File: config.mk
export PLATFORM = sky130hd
export DESIGN_NAME = lcd_timing_gen_flat
export DESIGN_NICKNAME = d
export VERILOG_FILES = /design/src/rtl/lcd_timing_gen_if.sv /design/src/rtl/lcd_timing_gen.sv /design/src/flat_wrapper.sv
export SDC_FILE = /design/constraint.sdc
export NUM_CORES = 1
export LEC_CHECK = 0
export BUFFER_PORTS_ARGS = -buffer_cell sky130_fd_sc_hd__buf_2
export CELL_PAD_IN_SITES_DETAIL_PLACEMENT = 1
export CELL_PAD_IN_SITES_GLOBAL_PLACEMENT = 2
export CORE_ASPECT_RATIO = 1.75
export CORE_MARGIN = 1
export CORE_UTILIZATION = 36
export CTS_BUF_LIST = sky130_fd_sc_hd__clkbuf_16
export DETAILED_ROUTE_END_ITERATION = 10
export HOLD_SLACK_MARGIN = 0.06
export MAX_ROUTING_LAYER = met4
export PLACE_DENSITY_LB_ADDON = 0.1
export SLEW_MARGIN = 5
export SYNTH_ARGS = -nofsm -noshare
export SYNTH_HDL_FRONTEND = slang
export SYNTH_SLANG_ARGS = --single-unit
File: constraint.sdc
create_clock -name clock -period 6.79 [get_ports clock]
set_clock_uncertainty 0.15 [all_clocks]
set_input_delay 1.0185 -clock clock [delete_from_list [all_inputs] [get_ports clock]]
set_output_delay 1.0185 -clock clock [all_outputs]
set_load 0.01 [all_outputs]
File: src/rtl/lcd_timing_gen_if.sv
// Pixel-side bundle of the LCD timing generator: scan request in, position/timing out.
// frame_count exists only when LCD_TIMING_FRAME_COUNT_EN is defined.
interface lcd_timing_gen_if #(
  parameter int XW = 10,
  parameter int YW = 10,
  parameter int AW = 22
);
  logic          enable;
  logic [XW-1:0] x;
  logic [YW-1:0] y;
  logic [AW-1:0] address;
  logic          fetch;
  logic          lcd_hs;
  logic          lcd_vs;
  logic          data_enable;
  logic          line_start;
  logic          frame_start;
  logic          busy;
`ifdef LCD_TIMING_FRAME_COUNT_EN
  logic [15:0]   frame_count;

  modport master (
    input  enable,
    output x, y, address, fetch, lcd_hs, lcd_vs, data_enable,
    output line_start, frame_start, busy, frame_count
  );

  modport slave (
    output enable,
    input  x, y, address, fetch, lcd_hs, lcd_vs, data_enable,
    input  line_start, frame_start, busy, frame_count
  );
`else
  modport master (
    input  enable,
    output x, y, address, fetch, lcd_hs, lcd_vs, data_enable,
    output line_start, frame_start, busy
  );

  modport slave (
    output enable,
    input  x, y, address, fetch, lcd_hs, lcd_vs, data_enable,
    input  line_start, frame_start, busy
  );
`endif
endinterface

File: src/rtl/lcd_timing_gen.sv
// LCD raster timing generator: h/v scan counters, IDLE/RUN/DRAIN control, delayed sync/DE.
// Optional frame counter output enabled by defining LCD_TIMING_FRAME_COUNT_EN.
module lcd_timing_gen #(
  parameter int H_FRONT  = 24,
  parameter int H_SYNC   = 72,
  parameter int H_BACK   = 96,
  parameter int H_ACT    = 800,
  parameter int V_FRONT  = 3,
  parameter int V_SYNC   = 10,
  parameter int V_BACK   = 7,
  parameter int V_ACT    = 480,
  parameter int HS_POL   = 0,
  parameter int VS_POL   = 0,
  parameter int DE_DELAY = 2,
  parameter int XW       = 10,
  parameter int YW       = 10,
  parameter int AW       = 22
) (
  input  logic             clock,
  input  logic             reset_n,
  lcd_timing_gen_if.master bus
);

  localparam int H_BLANK = H_FRONT + H_SYNC + H_BACK;
  localparam int V_BLANK = V_FRONT + V_SYNC + V_BACK;
  localparam int H_TOTAL = H_BLANK + H_ACT;
  localparam int V_TOTAL = V_BLANK + V_ACT;

  localparam logic [11:0] H_LAST = 12'(H_TOTAL - 1);
  localparam logic [11:0] V_LAST = 12'(V_TOTAL - 1);
  localparam logic [11:0] H_BLK  = 12'(H_BLANK);
  localparam logic [11:0] V_BLK  = 12'(V_BLANK);
  localparam logic [11:0] HS_BEG = 12'(H_FRONT);
  localparam logic [11:0] HS_END = 12'(H_FRONT + H_SYNC);
  localparam logic [11:0] VS_BEG = 12'(V_FRONT);
  localparam logic [11:0] VS_END = 12'(V_FRONT + V_SYNC);

  localparam logic HS_ON = (HS_POL != 0);
  localparam logic VS_ON = (VS_POL != 0);
  localparam logic [AW-1:0] H_ACT_A = AW'(H_ACT);

  // Pipeline word: {frame_start, line_start, data_enable, vs level, hs level}
  localparam int PW = 5;
  localparam logic [PW-1:0] PIPE_IDLE = {1'b0, 1'b0, 1'b0, ~VS_ON, ~HS_ON};

  typedef enum logic [1:0] {
    IDLE  = 2'd0,
    RUN   = 2'd1,
    DRAIN = 2'd2
  } state_e;

  state_e      state_q, state_d;
  logic [11:0] h_q, h_d;
  logic [11:0] v_q, v_d;
  logic        h_wrap, v_wrap, advance;

  assign h_wrap = (h_q == H_LAST);
  assign v_wrap = (v_q == V_LAST);

  always_ff @(posedge clock or negedge reset_n) begin
    if (!reset_n) begin
      state_q <= IDLE;
      h_q     <= '0;
      v_q     <= '0;
    end else begin
      state_q <= state_d;
      h_q     <= h_d;
      v_q     <= v_d;
    end
  end

  always_comb begin
    state_d = state_q;
    advance = 1'b0;
    case (state_q)
      IDLE: begin
        if (bus.enable) state_d = RUN;
      end
      RUN: begin
        advance = 1'b1;
        if (!bus.enable) state_d = DRAIN;
      end
      DRAIN: begin
        advance = 1'b1;
        if (bus.enable)            state_d = RUN;
        else if (h_wrap && v_wrap) state_d = IDLE;
      end
      default: state_d = IDLE;
    endcase
  end

  // Counters sit at the origin whenever the scanner is not advancing.
  always_comb begin
    h_d = '0;
    v_d = '0;
    if (advance) begin
      h_d = h_wrap ? 12'd0 : h_q + 12'd1;
      v_d = v_q;
      if (h_wrap) v_d = v_wrap ? 12'd0 : v_q + 12'd1;
    end
  end

  logic busy, h_act, v_act, in_act, fetch;
  logic hs_on, vs_on, ls_raw, fs_raw;
  logic [XW-1:0] x;
  logic [YW-1:0] y;

  assign busy   = (state_q != IDLE);
  assign h_act  = (h_q >= H_BLK);
  assign v_act  = (v_q >= V_BLK);
  assign in_act = h_act && v_act;
  assign fetch  = in_act && busy;
  assign x      = in_act ? XW'(h_q - H_BLK) : '0;
  assign y      = in_act ? YW'(v_q - V_BLK) : '0;

  assign hs_on  = busy && (h_q >= HS_BEG) && (h_q < HS_END);
  assign vs_on  = busy && (v_q >= VS_BEG) && (v_q < VS_END);
  assign ls_raw = busy && (h_q == 12'd0);
  assign fs_raw = ls_raw && (v_q == 12'd0);

  logic [PW-1:0] pipe_d;
  logic [PW-1:0] pipe_q [DE_DELAY+1];

  assign pipe_d = {fs_raw, ls_raw, fetch,
                   vs_on ? VS_ON : ~VS_ON,
                   hs_on ? HS_ON : ~HS_ON};

  // Stage 0 captures the counter-derived word; the last stage drives the panel.
  always_ff @(posedge clock or negedge reset_n) begin
    if (!reset_n) begin
      for (int i = 0; i <= DE_DELAY; i++) pipe_q[i] <= PIPE_IDLE;
    end else begin
      pipe_q[0] <= pipe_d;
      for (int i = 1; i <= DE_DELAY; i++) pipe_q[i] <= pipe_q[i-1];
    end
  end

  assign bus.x           = x;
  assign bus.y           = y;
  assign bus.address     = AW'(AW'(y) * H_ACT_A + AW'(x));
  assign bus.fetch       = fetch;
  assign bus.busy        = busy;
  assign bus.lcd_hs      = pipe_q[DE_DELAY][0];
  assign bus.lcd_vs      = pipe_q[DE_DELAY][1];
  assign bus.data_enable = pipe_q[DE_DELAY][2];
  assign bus.line_start  = pipe_q[DE_DELAY][3];
  assign bus.frame_start = pipe_q[DE_DELAY][4];

`ifdef LCD_TIMING_FRAME_COUNT_EN
  logic [15:0] fcnt_q, fcnt_d;
  logic        fs_next;

  // Count on the same edge that raises frame_start, so the count includes the visible pulse.
  if (DE_DELAY == 0) begin : g_fs_direct
    assign fs_next = fs_raw;
  end else begin : g_fs_piped
    assign fs_next = pipe_q[DE_DELAY-1][4];
  end

  assign fcnt_d = fcnt_q + 16'(fs_next);

  always_ff @(posedge clock or negedge reset_n) begin
    if (!reset_n) fcnt_q <= '0;
    else          fcnt_q <= fcnt_d;
  end

  assign bus.frame_count = fcnt_q;
`endif

endmodule

File: src/flat_wrapper.sv
// flat-port wrapper written by rule: the top's interface ports become plain ports
module lcd_timing_gen_flat 
#(
  parameter int H_FRONT  = 24,
  parameter int H_SYNC   = 72,
  parameter int H_BACK   = 96,
  parameter int H_ACT    = 800,
  parameter int V_FRONT  = 3,
  parameter int V_SYNC   = 10,
  parameter int V_BACK   = 7,
  parameter int V_ACT    = 480,
  parameter int HS_POL   = 0,
  parameter int VS_POL   = 0,
  parameter int DE_DELAY = 2,
  parameter int XW       = 10,
  parameter int YW       = 10,
  parameter int AW       = 22
)
  (clock, reset_n, bus_enable, bus_x, bus_y, bus_address, bus_fetch, bus_lcd_hs, bus_lcd_vs, bus_data_enable, bus_line_start, bus_frame_start, bus_busy);
  lcd_timing_gen_if #(.XW(XW), .YW(YW), .AW(AW)) bus_i ();
  input  logic clock;
  input  logic reset_n;
  input wire logic [$bits(bus_i.enable)-1:0] bus_enable;
  output wire logic [$bits(bus_i.x)-1:0] bus_x;
  output wire logic [$bits(bus_i.y)-1:0] bus_y;
  output wire logic [$bits(bus_i.address)-1:0] bus_address;
  output wire logic [$bits(bus_i.fetch)-1:0] bus_fetch;
  output wire logic [$bits(bus_i.lcd_hs)-1:0] bus_lcd_hs;
  output wire logic [$bits(bus_i.lcd_vs)-1:0] bus_lcd_vs;
  output wire logic [$bits(bus_i.data_enable)-1:0] bus_data_enable;
  output wire logic [$bits(bus_i.line_start)-1:0] bus_line_start;
  output wire logic [$bits(bus_i.frame_start)-1:0] bus_frame_start;
  output wire logic [$bits(bus_i.busy)-1:0] bus_busy;
  assign bus_i.enable = bus_enable;
  assign bus_x = bus_i.x;
  assign bus_y = bus_i.y;
  assign bus_address = bus_i.address;
  assign bus_fetch = bus_i.fetch;
  assign bus_lcd_hs = bus_i.lcd_hs;
  assign bus_lcd_vs = bus_i.lcd_vs;
  assign bus_data_enable = bus_i.data_enable;
  assign bus_line_start = bus_i.line_start;
  assign bus_frame_start = bus_i.frame_start;
  assign bus_busy = bus_i.busy;
  lcd_timing_gen #(.H_FRONT(H_FRONT), .H_SYNC(H_SYNC), .H_BACK(H_BACK), .H_ACT(H_ACT), .V_FRONT(V_FRONT), .V_SYNC(V_SYNC), .V_BACK(V_BACK), .V_ACT(V_ACT), .HS_POL(HS_POL), .VS_POL(VS_POL), .DE_DELAY(DE_DELAY), .XW(XW), .YW(YW), .AW(AW)) u_core (.clock(clock), .reset_n(reset_n), .bus(bus_i));
endmodule
Yosys cells after proc, flatten, opt, wreduce, memory -nomap -nowiden. Cells that the tools add are included.

Bits in registers: 41. Bits in latches: 0. Bits in writable memories: 0. Bits in read-only memories: 0. Input bits: 3. Output and inout port bits: 49. Logic and storage cells: 56. Memories kept: 0.

$add $sub $neg: 5. Multiply operators: 1. Div/mod/pow operators: 0. $lt $le $gt $ge: 6. Equal/unequal tests: 8. Shift-type cells: 0. Multiplexer cells: 15. Bitwise operators: 0. Reduce and logical (&&, ||, !) cells: 15.

Operators with widths (count): $mux 12 (5); $add 12x1->12 const B (2); $ge 12x5->1 const B (2); $logic_not 12->1 (2); $add 20x10->21 (1); $mux 10 (2); $mul 10x5->15 const B (1); $eq 12x10->1 const B (1); $eq 12x9->1 const B (1); $ge 12x2->1 const B (1); $ge 12x8->1 const B (1); $lt 12x4->1 const B (1); $lt 12x7->1 const B (1); $sub 10x5->10 const B (1); $sub 10x8->10 const B (1); $logic_and 1x1->1 (9); $mux 2 (4); $pmux 2 s3 (1); $ne 2x2->1 const B (2); $mux 1 (3); $ne 3x2->1 const B (1); $reduce_and 3->1 (1); $eq 2x1->1 const B (1); $eq 2x2->1 const B (1); 4 further kinds (4).

Depth between registers and ports, before layout. Gate-level depths: netlist of run 1.

Word-level depth: 5. Mapped depth: 20. Gate-level depth less buffers: 19.

Worst setup path after synthesis of run 1. No wires, ideal clock.

Path kind: register to output. Start: register u_core.h_q[8]. End: output port bus_address[19]. Data arrival time: 4.948 ns. Required time: 5.622 ns. Setup slack: 0.674 ns. Stages on the path, launching flop included: 17. Buffers on the path: 1. Cells stage by stage: dfrtp_1 > or4_1 > a211o_1 > o21ai_1 > clkbuf_1 > nor2_1 > ha_1 > ha_1 > fa_1 > ha_1 > a21o_1 > a21oi_1 > xor2_1 > nor4_1 > nand4_1 > nor4b_2 > xnor2_1.

Cells in the longest elaborated chain, start to end: 5. Elaborated cells on any way between the ends: 7.

Ends and longest elaborated chain: start: declaration (line lcd_timing_gen.sv:53) `logic [11:0] h_q, h_d;`; start signal: assignment (line lcd_timing_gen.sv:63) `h_q <= '0;`; start signal: assignment (line lcd_timing_gen.sv:67) `h_q <= h_d;`; $ge 12x8->1 (line lcd_timing_gen.sv:109) `assign h_act = (h_q >= H_BLK);`; $logic_and 1x1->1 (line lcd_timing_gen.sv:111) `assign in_act = h_act && v_act;`; $mux 10 (line lcd_timing_gen.sv:114) `assign y = in_act ? YW'(v_q - V_BLK) : '0;`; via bus_y[2] (line flat_wrapper.sv:25) `output wire logic [$bits(bus_i.y)-1:0] bus_y;`; $mul 10x5->15 (line lcd_timing_gen.sv:140) `assign bus.address = AW'(AW'(y) * H_ACT_A + AW'(x));`; $add 20x10->21 (line lcd_timing_gen.sv:140); end: declaration (line flat_wrapper.sv:26) `output wire logic [$bits(bus_i.address)-1:0] bus_address;`.

The timed path passes the listed nets, and every way through them passes these cells.

Worst setup path in the final report of run 1.
Start: register u_core.h_q[8]. End: output port bus_address[20].

Cells in the longest elaborated chain, start to end: 5. Elaborated cells on any way between the ends: 7.

Ends and longest elaborated chain (line): $ge 12x8->1 (lcd_timing_gen.sv:109); $logic_and 1x1->1 (lcd_timing_gen.sv:111); $mux 10 (lcd_timing_gen.sv:114); $mul 10x5->15 (lcd_timing_gen.sv:140); $add 20x10->21 (*) (lcd_timing_gen.sv:140).

Mark *: on every way between the ends. The rest lies on a longest branch, timed or not.

==> metrics.md, run 1 <==
| Metric | Value |
|---|---|
| Post-synth top cells | `ha_1 (55), nor2_1 (51), dfrtp_1 (35)` |
| Cells after synthesis | `393` |
| Final setup TNS | `0 ns` |
| Sequential share of the synthesized area | `0.291` |
| First DRT Iteration DRCs | `48` |
| Tmin final | `6.49 ns` |
| Crit-path max FO | `6` |
| Unique masters post-synth | `56` |
| Asr flop ratio synth | `1.00` |
| Share of cells above drive strength 1 | `0.193` |
| Root Buffer | `clkbuf_16` |
| Die area | `0.0103 mm2` |
| Tcrit/Tclk final | `0.957` |
| Dominant cell type by area after synthesis | `dfrtp_1` |
| Top-count cell post-synth | `ha_1` |
| Worst setup SP type | `flop` |
| Num ports | `52` |
| Place WS | `0.265 ns` |
| FF+latch count, synth | `41` |
| Routed WL per cell | `16.5 um` |
| Most used cell, CP | `ha_1` |
| First-pass GRT wire length | `15700 um` |
| RSZ-0062 raised after global routing | `yes` |
| Max-cap violations | `0` |
| Largest net degree at the start of global routing | `42` |
| Synth Cell Area | `0.00355 mm2` |
| Initial antenna violation count | `0` |
| Core region area | `0.00953 mm2` |
| Initial Utilization | `0.373` |
| Yosys warns | `0` |
| Max-slew violation count | `0` |
| Slew HR | `0.346` |
| CP peak stage delay | `0.62 ns` |
| WL final | `9380 um` |
| Port Buffer Count | `50` |
| Post-route ant nets | `0` |
| Endpoints failing hold | `0` |
| Die Height | `133 um` |
| Post-Place Cells | `559` |
| EDFF count, synth | `0` |
| Via density | `5.22` |
| Final Non-Filler Cells | `567` |
| Arrival time worst endpoint | `5.33 ns` |
| CTS hold repair buffers | `0` |
| Global Route Usage Sum | `0.201` |
| Layout fillers | `1182` |
| CTS tree | `done` |
| Pleak | `2.25 nW` |
| CTS Buf Count | `5` |
| Synthesized Nets | `456` |
| Power Dens Cells | `170 mW/mm2` |
| Die width | `77.1 um` |
| Final core utilization | `0.430` |
| Net total in the final layout | `507` |
| Hpwl dp | `7670 um` |
| Final worst setup slack | `0.295 ns` |
| Area grow syn2layout | `15.4%` |
| GPL Wtd Cong | `0.837` |
| Worst-Margin Slew | `0.981 ns` |
| Final Cell Area | `0.00410 mm2` |
| Worst skew pair latency | `0.29 ns` |
| Placed inst area | `0.00393 mm2` |
| Routed vias | `2959` |
| DRT Pass-1 Iters | `4` |
| Critical path type | `flop to output port` |
| Status | `complete, no violations` |
| Critical path's slowest cell | `or4_1` |
| Crit-path cells | `or4_1 > a211o_1 > o21ai_2 > nor3_2 > ha_1 > ha_1 > inv_1 > fa_1 > inv_1 > ha_1 > a21o_1 > a21oi_1 > a21boi_0 > a311o_1 > a21oi_1 > xor2_2 > nor4_1 > buf_2` |
| Dominant synthesized flop cell | `dfrtp_1` |
| Global route overflow | `0` |
| Worst hold slack | `0.197 ns` |
| Avg Cell Area, Syn | `9.03 um2` |
| Clock H-tree levels | `2` |
| Area contributors post-synth | `dfrtp_1 (25%), ha_1 (19%), xor2_1 (5.7%), nor2_1 (5.4%), xnor2_1 (5.2%)` |
| FP Rows | `47` |
| Critical Path RT | `5.62 ns` |
| Hold crit path type | `flop to flop` |
| Vias in the first global route | `3129` |
| Pwr Total | `696 uW` |
| Sink Count | `41` |
| Deepest clock path buffer count | `2` |
| Worst VDD drop | `152 uV` |
| CP Capture Type | `output port` |
| Final setup viols | `0` |
| N_diodes | `0` |
| DRC Markers | `0` |
| Max Fclk | `154 MHz` |
| Clock-pin transition on the worst setup and hold timing paths | `0.06 ns` |
| Synth top area share | `0.247` |
## critical path, delay by kind of cell (launching register included)
kind,cells,cell delay [ns]
buffers and inverters,3,0.27
adders and majority gates,4,1.45
DFF,1,0.45
AOI/OAI and AO/OA,7,1.69
xor gates and xnor gates,1,0.16
and+or+nand+nor,3,1.01
## layout by cell type, fill, tap and decap left out, drive strengths merged, types with 8 or more instances in the layout
master / netlist / final
buf: 9 / 57
ha: 55 / 55
nor2: 51 / 51
dfrtp: 35 / 35
inv: 33 / 35
nand2: 30 / 30
xor2: 23 / 23
xnor2: 21 / 21
a21oi: 15 / 15
o21ai: 9 / 9
nor3: 9 / 9
and2: 8 / 8
nand3: 8 / 8
nor4: 8 / 8
## path summary, 6_finish.rpt
| check | start | endpoint | slack [ns] | cells after the start |
|---|---|---|---|---|
| max | u_core.h_q[8]$_DFF_PN0_ | bus_address[20] | 0.30 | 18 |
| max reg2reg | u_core.h_q[6]$_DFF_PN0_ | u_core.v_q[7]$_DFFE_PN0P_ | 3.72 | 8 |
| min reg2reg | u_core.pipe_q[7]$_DFF_PN0_ | u_core.bus.data_enable$_DFF_PN0_ | 0.20 | 0 |
| max in group asynchronous | reset_n | u_core.v_q[8]$_DFFE_PN0P_ | 5.13 | 1 |
| min in group asynchronous | reset_n | u_core.h_q[6]$_DFF_PN0_ | 0.74 | 1 |
| min | u_core.pipe_q[7]$_DFF_PN0_ | u_core.bus.data_enable$_DFF_PN0_ | 0.20 | 0 |
## flip-flops by register name, summed over array words and instances (netlist names)
register	cells
u_core.bus.lcd_hs	1
u_core.state_q	2
u_core.v_q	12
u_core.h_q	12
u_core.bus.line_start	1
u_core.bus.lcd_vs	1
u_core.bus.data_enable	1
u_core.pipe_q	10
u_core.bus.frame_start	1
## report_power, final
part           total (mW)  leakage, nW  switching [mW]  internal (mW)
registers           0.297        0.539          0.0235          0.273
clock network       0.231       0.0724          0.0971          0.134
logic               0.168         1.64           0.106         0.0619
total               0.696         2.25           0.227          0.469
## logic make-up (layout without fill, tap and decap cells)
logic type	count (synthesis)	after routing	share of synthesized area
xor+xnor	44	44	0.109
fa+ha+maj	61	61	0.225
buf+inv	46	98	0.0560
compound gates	49	49	0.0976
simple gates	147	147	0.209
mux	4	4	0.0120
other cells	1	1	0.00106
flops	41	41	0.291
## repair_timing
action / CTS / global route
setup buffers: 0 / 0
gates resized for setup: 2 / 5
cloned: 0 / 0
endpoints found under the setup margin: 2 / 4
pin swaps: 0 / 0
## routing by layer
layer	up-vias	global-route usage	part of all wire	routed length, um
met1	1469	0.197	0.38	3570
li1	1429	-	-	-
met5	-	-	0	0
met3	17	0.0164	0.017	164
met4	0	0.0765	0.027	251
met2	44	0.398	0.58	5400
## layout make-up
cell class                 instances  area, um2  area share
inverter                          33        124      0.0302
clock buffer                       5        125      0.0306
clock inverter                     3       15.0     0.00367
timing repair buffer              57        303      0.0739
tap                              122        153      0.0373
multi-input combinational        306       2340       0.572
sequential                        41       1030       0.252
(Power assumes the default switching activity.)
==> inputs of run 2 (changes only) <==
- CORE_UTILIZATION: 36 -> 32
- clock period: 6.79 -> 5.4 ns (I/O delays scaled with it)
==> metrics.md, run 2 (same netlist as run 1, synthesis figures left out) <==
| Metric | Value |
|---|---|
| WHS Path Cells | `0 (unchanged)` |
| Hold crit path type | `flop to flop` |
| Via density | `4.98 (-4.5%)` |
| Tmin final | `5.74 ns` |
| Arrival time worst endpoint | `4.78 ns (-0.55 ns)` |
| Num ports | `52 (unchanged)` |
| Tcrit/Tclk final | `1.06` |
| First DRT Iteration DRCs | `37 (-23%)` |
| Status | `finished with violations` |
| Hpwl dp | `8850 um (+15%)` |
| Max-cap violations | `0 (unchanged)` |
| Largest net degree at the start of global routing | `42 (unchanged)` |
| Share of cells above drive strength 1 | `0.422 (+0.229)` |
| RSZ-0062 raised after global routing | `yes` |
| Final worst setup slack | `-0.335 ns (-0.630 ns)` |
| Area grow syn2layout | `46.8%` |
| Layout fillers | `1265 (+7.0%)` |
| Sink Count | `41 (unchanged)` |
| Failing checks | `setup timing` |
| Endpoints failing hold | `0 (unchanged)` |
| Place WS | `-0.287 ns (-0.552 ns)` |
| DRC Markers | `0 (unchanged)` |
| Core region area | `0.0108 mm2 (+13%)` |
| Slew HR | `0.289 (-0.0567)` |
| Worst VDD drop | `191 uV (+26%)` |
| First-pass GRT wire length | `17600 um (+12%)` |
| Biggest regs | `u_core.h_q x12, u_core.v_q x12, u_core.pipe_q x10` |
| Clock-pin transition on the worst setup and hold timing paths | `0.05 ns (about the same)` |
| Global route overflow | `0 (unchanged)` |
| N_diodes | `0 (unchanged)` |
| Net total in the final layout | `595 (+17%)` |
| Commonest non-fill, non-tap cell in the layout | `buf_4` |
| Final setup viols | `7 (+7)` |
| Global Route Usage Sum | `0.211 (+0.00989)` |
| Initial antenna violation count | `0 (unchanged)` |
| Vias in the first global route | `3606 (+15%)` |
| CTS Buf Count | `5 (unchanged)` |
| Max-slew violation count | `0 (unchanged)` |
| Final Non-Filler Cells | `663 (+17%)` |
| FP Rows | `50 (+6.4%)` |
| Commonest non-fill, non-tap cells in the layout | `buf_4 (88), buf_2 (50), nor2_1 (45), ha_1 (43), dfrtp_1 (35)` |
| Initial Utilization | `0.330 (-0.0427)` |
| CP peak stage delay | `0.59 ns (-0.03 ns)` |
| Die area | `0.0115 mm2 (+12%)` |
| Root Buffer | `clkbuf_16` |
| Die width | `81.6 um (+5.9%)` |
| Critical path type | `flop to output port` |
| Pleak | `2.81 nW (+25%)` |
| Worst-Margin Slew | `1.05 ns (+0.0712 ns)` |
| Power Dens Cells | `173 mW/mm2 (+1.6%)` |
| WL final | `11100 um (+18%)` |
| Worst skew pair latency | `0.29 ns (about the same)` |
| Critical Path RT | `4.44 ns (-1.18 ns)` |
| Post-Place Cells | `634 (+13%)` |
| Deepest clock path buffer count | `2 (unchanged)` |
| Worst hold slack | `0.203 ns (+0.00635 ns)` |
| Most used cell, CP | `ha_4` |
| CP Capture Type | `output port` |
| DRT Pass-1 Iters | `4 (unchanged)` |
| Clock H-tree levels | `2 (unchanged)` |
| Crit-path max FO | `5 (-1)` |
| Routed WL per cell | `16.7 um (+1.1%)` |
| GPL Wtd Cong | `0.809 (-3.4%)` |
| Crit-path cells | `or4_4 > a211o_1 > o21ai_4 > buf_12 > nor2_4 > ha_4 > ha_4 > fa_1 > ha_4 > a21o_1 > a21oi_4 > xor2_4 > nor4_4 > nand4_1 > buf_4 > nor4b_4 > xnor2_1 > buf_2` |
| R2R depth | `11 (+3)` |
| Worst setup SP type | `flop` |
| CTS tree | `done` |
| Port Buffer Count | `50 (unchanged)` |
| Routed vias | `3305 (+12%)` |
| Die Height | `141 um (+6.0%)` |
| Max Fclk | `174 MHz` |
| Post-route ant nets | `0 (unchanged)` |
| Critical path's slowest cell | `fa_1` |
==> run 2: cell count changes in the layout (fill, tap and decap cells not counted), sizes merged <==
cell,delta
buf,+88
clkinv,+1
clkinvlp,-1
==> run 2: layer usage <==
metal	routed length, um	part of all wire	global-route usage	vias to the layer above
met5	0	0	-	-
met4	223	0.020	0.0665	0
met3	219	0.020	0.0161	16
met2	6880	0.62	0.442	48
met1	3770	0.34	0.184	1638
li1	-	-	-	1603
==> run 2: worst max-delay path, delay by kind of cell, from the launching register on <==
family	cells	cell delay, ns
simple gates	5	1.25
xor+xnor	2	0.24
compound gates	4	0.81
fa+ha+maj	4	1.29
buf+inv	3	0.49
flops	1	0.38
==> run 2: worst paths after layout <==
| kind | start | to | slack (ns) |
|---|---|---|---|
| setup / recovery | u_core.h_q[11]$_DFF_PN0_ | bus_address[19] | -0.34 |
| hold / removal | u_core.pipe_q[8]$_DFF_PN0_ | u_core.bus.line_start$_DFF_PN0_ | 0.20 |
| setup reg to reg | u_core.h_q[11]$_DFF_PN0_ | u_core.v_q[7]$_DFFE_PN0P_ | 1.97 |
| hold reg to reg | u_core.pipe_q[8]$_DFF_PN0_ | u_core.bus.line_start$_DFF_PN0_ | 0.20 |
| max in group asynchronous | reset_n | u_core.pipe_q[9]$_DFF_PN0_ | 3.98 |
| min in group asynchronous | reset_n | u_core.pipe_q[7]$_DFF_PN0_ | 0.52 |
==> run 2: layout make-up <==
class / instances / area (um2) / area share
sequential: 41 / 1030 / 0.198
timing repair buffer: 145 / 998 / 0.192
clock inverter: 3 / 11.3 / 0.00216
tap: 130 / 163 / 0.0312
clock buffer: 5 / 125 / 0.0240
inverter: 33 / 124 / 0.0238
multi-input combinational: 306 / 2760 / 0.529
==> run 2: repair_timing <==
item | 4_1_cts | 5_1_grt
buffers inserted | 16 | 9
gates resized for setup | 49 | 24
hold buffers | 0 | 0
pin swaps | 46 | 18
setup endpoints to repair | 7 | 8
==> run 2: metrics by stage <==
stage          total power, mW  utilization  TNS [ns]  instance area [um2]
3_3_place_gp             0.609        0.419    -0.264                 4510
2_1_floorplan            0.504            -         0                 3620
5_1_grt                  0.945        0.484     -2.78                 5210
3_5_place_dp             0.624        0.419    -0.917                 4510
4_1_cts                  0.914        0.466     -1.21                 5010
6_report                 0.900        0.484     -1.52                 5210
==> run 2: power by group <==
part	total, mW	internal [mW]	switching, mW
logic	0.245	0.0916	0.153
clock network	0.288	0.166	0.122
registers	0.366	0.344	0.0225
total	0.900	0.602	0.298
==> inputs of run 3 (changes only) <==
==> constraint.sdc (replaced) <==
create_clock -name clock -period 5.4 [get_ports clock]
set_clock_uncertainty 0.15 [all_clocks]
set_input_delay 1.62 -clock clock [delete_from_list [all_inputs] [get_ports clock]]
set_output_delay 1.62 -clock clock [all_outputs]
set_load 0.01 [all_outputs]
==> metrics.md, run 3 (same netlist as run 1, synthesis figures left out) <==
| Metric | Value |
|---|---|
| Pleak | `2.86 nW (+1.8%)` |
| First DRT Iteration DRCs | `64 (+73%)` |
| Share of cells above drive strength 1 | `0.441 (+0.0191)` |
| Worst setup SP type | `flop` |
| Final Non-Filler Cells | `683 (+3.0%)` |
| CTS Buf Count | `5 (unchanged)` |
| Place WS | `-1.04 ns (-0.756 ns)` |
| Internal power | `652 uW (+8.3%)` |
| Largest net degree at the start of global routing | `42 (unchanged)` |
| Status | `finished with violations` |
| Num ports | `52 (unchanged)` |
| Routed vias | `3354 (+1.5%)` |
| Clock network power share | `0.353 (+0.033)` |
| Critical path's slowest cell | `or4_4` |
| Max Fclk | `153 MHz (-12%)` |
| FP Rows | `50 (unchanged)` |
| Commonest non-fill, non-tap cells in the layout | `buf_4 (109), buf_2 (50), nor2_1 (46), ha_1 (41), dfrtp_1 (35)` |
| Slew HR | `0.365 (+0.0757)` |
| Area grow syn2layout | `51.7%` |
| Max-cap violations | `0 (unchanged)` |
| Final worst setup slack | `-1.15 ns (-0.816 ns)` |
| R2R depth | `9 (-2)` |
| Via density | `4.91 (-1.5%)` |
| Crit-path cells | `or4_4 > a211o_1 > o21ai_4 > buf_12 > nor2_4 > ha_4 > ha_4 > inv_2 > fa_1 > inv_2 > ha_4 > a21o_1 > a21oi_2 > buf_4 > nand2_2 > xor2_1 > buf_4 > nand4_1 > buf_6 > nor4b_4 > xnor2_1 > buf_2` |
| Initial Utilization | `0.330 (unchanged)` |
| Final setup viols | `11 (+4)` |
| GRT busiest layer | `met2` |
| Vias in the first global route | `3670 (+1.8%)` |
| Most used cell, CP | `ha_4` |
| Die Height | `141 um (unchanged)` |
| Register area | `0.00103 mm2 (unchanged)` |
| Seq pwr share | `0.386 (-0.021)` |
| Worst hold slack | `0.197 ns (-0.00678 ns)` |
| Worst skew pair latency | `0.29 ns (about the same)` |
| Clock H-tree levels | `2 (unchanged)` |
| Critical path type | `flop to output port` |
| GPL Wtd Cong | `0.778 (-3.8%)` |
| WL final | `10900 um (-1.4%)` |
| Critical hold path startpoint | `u_core.pipe_q[14]$_DFF_PN0_` |
| Hold crit path type | `flop to flop` |
| Routed WL per cell | `16.0 um (-4.2%)` |
| Biggest regs | `u_core.h_q x12, u_core.v_q x12, u_core.pipe_q x10` |
| Clock-pin transition on the worst setup and hold timing paths | `0.06 ns (about the same)` |
| Core region area | `0.0108 mm2 (unchanged)` |
| CP peak stage delay | `0.54 ns (-0.05 ns)` |
| Global route overflow | `0 (unchanged)` |
| Sink Count | `41 (unchanged)` |
| Port Buffer Count | `50 (unchanged)` |
| Net total in the final layout | `615 (+3.4%)` |
| CTS tree | `done` |
| Failing checks | `setup timing` |
| Arrival time worst endpoint | `4.78 ns (about the same)` |
| WHS Path Cells | `0 (unchanged)` |
| Tmin final | `6.55 ns (+0.816 ns)` |
| Worst path buffer plus inverter count | `7 (+4)` |
| Worst VDD drop | `188 uV (-1.7%)` |
| CTS hold repair buffers | `0 (unchanged)` |
| R2R setup slack | `2.60 ns (+0.63 ns)` |
| Endpoints failing hold | `0 (unchanged)` |
| Hpwl dp | `8970 um (+1.4%)` |
| Met2 usage | `0.429 (-0.0123)` |
| Comb pwr share | `0.261 (-0.011)` |
| Post-Place Cells | `659 (+3.9%)` |
| Switching fraction of total power | `0.308 (-0.0227)` |
| Commonest non-fill, non-tap cell in the layout | `buf_4` |
| Global Route Usage Sum | `0.206 (-0.00526)` |
| RR Startpoint | `u_core.h_q[11]$_DFF_PN0_` |
| RSZ-0062 raised after global routing | `yes` |
| Die area | `0.0115 mm2 (unchanged)` |
| Post-route ant nets | `0 (unchanged)` |
| N_diodes | `0 (unchanged)` |
| Final setup TNS | `-8.90 ns (-7.38 ns)` |
| R2r endpoint | `u_core.state_q[0]$_DFFE_PN0P_` |
| CP Capture Type | `output port` |
| Root Buffer | `clkbuf_16` |
| Crit-path max FO | `5 (unchanged)` |
| Top delay family on crit path | `adder cells` |
| Met1 GRT Util | `0.183 (-0.00111)` |
| First-pass GRT wire length | `17300 um (-1.8%)` |
| Footprint of the multi-input gates | `0.00275 mm2 (-0.27%)` |
| Worst-Margin Slew | `0.953 ns (-0.0997 ns)` |
| Critical Path RT | `3.63 ns (-0.81 ns)` |
| Power Dens Cells | `175 mW/mm2 (+1.4%)` |
| DRT Pass-1 Iters | `4 (unchanged)` |
| Deepest clock path buffer count | `2 (unchanged)` |
| Tcrit/Tclk final | `1.21 (+0.151)` |
| Initial antenna violation count | `0 (unchanged)` |
| Die width | `81.6 um (unchanged)` |
| Pwr Total | `943 uW (+4.8%)` |
| WHS Endpoint | `u_core.pipe_q[9]$_DFF_PN0_` |
| P_sw | `290 uW (-2.4%)` |
| Max-slew violation count | `0 (unchanged)` |
| GR Util met3 | `0.0167 (+0.000643)` |
| DRC Markers | `0 (unchanged)` |
| Total stage count of the critical path | `22 (+4)` |
| Layout fillers | `1267 (+0.16%)` |
==> run 3: per-layer routing <==
| metal | vias up | routed length (um) |
|---|---|---|
| li1 | 1640 | - |
| met1 | 1665 | 3780 |
| met2 | 39 | 6830 |
| met3 | 10 | 182 |
| met4 | 0 | 144 |
| met5 | - | 0 |
==> run 3: worst max path at each step <==
| stage | to | from | slack, ns |
|---|---|---|---|
| after floorplan | bus_address[19] | u_core.h_q[9]$_DFF_PN0_ | -0.68 |
| after global placement | bus_address[19] | u_core.h_q[11]$_DFF_PN0_ | -0.92 |
| after detailed placement | bus_address[19] | u_core.h_q[11]$_DFF_PN0_ | -1.04 |
| after CTS | bus_address[19] | u_core.h_q[8]$_DFF_PN0_ | -1.14 |
| after global routing | bus_address[19] | u_core.h_q[5]$_DFF_PN0_ | -1.33 |
| final | bus_address[19] | u_core.h_q[11]$_DFF_PN0_ | -1.15 |
==> run 3: timing repair <==
| item | CTS | global route |
|---|---|---|
| buffers inserted | 11 | 7 |
| endpoints found under the hold margin | 0 | 0 |
| gates resized for setup | 37 | 18 |
| setup endpoints to repair | 11 | 12 |
| pin swaps | 29 | 20 |
==> run 3: layout make-up <==
class,instances,area share
Inverter,33,0.0230
Tap cell,130,0.0302
Clock inverter,3,0.00697
Sequential cell,41,0.192
Multi-Input combinational cell,306,0.511
Timing Repair Buffer,165,0.214
Clock buffer,5,0.0232
==> run 3: power groups by stage <==
stage	clock (mW)	sequential, mW	combinational [mW]
6_report	0.333	0.364	0.246
5_1_grt	0.354	0.370	0.270
4_1_cts	0.343	0.364	0.252
3_5_place_dp	0	0.369	0.252
3_3_place_gp	0	0.369	0.245
2_1_floorplan	0	0.373	0.131
==> run 3: per-stage QoR <==
stage	cell area [um2]	utilization
6_report	5390	0.501
5_1_grt	5390	0.501
4_1_cts	5220	0.485
3_5_place_dp	4760	0.442
3_3_place_gp	4760	0.442
2_1_floorplan	3690	-
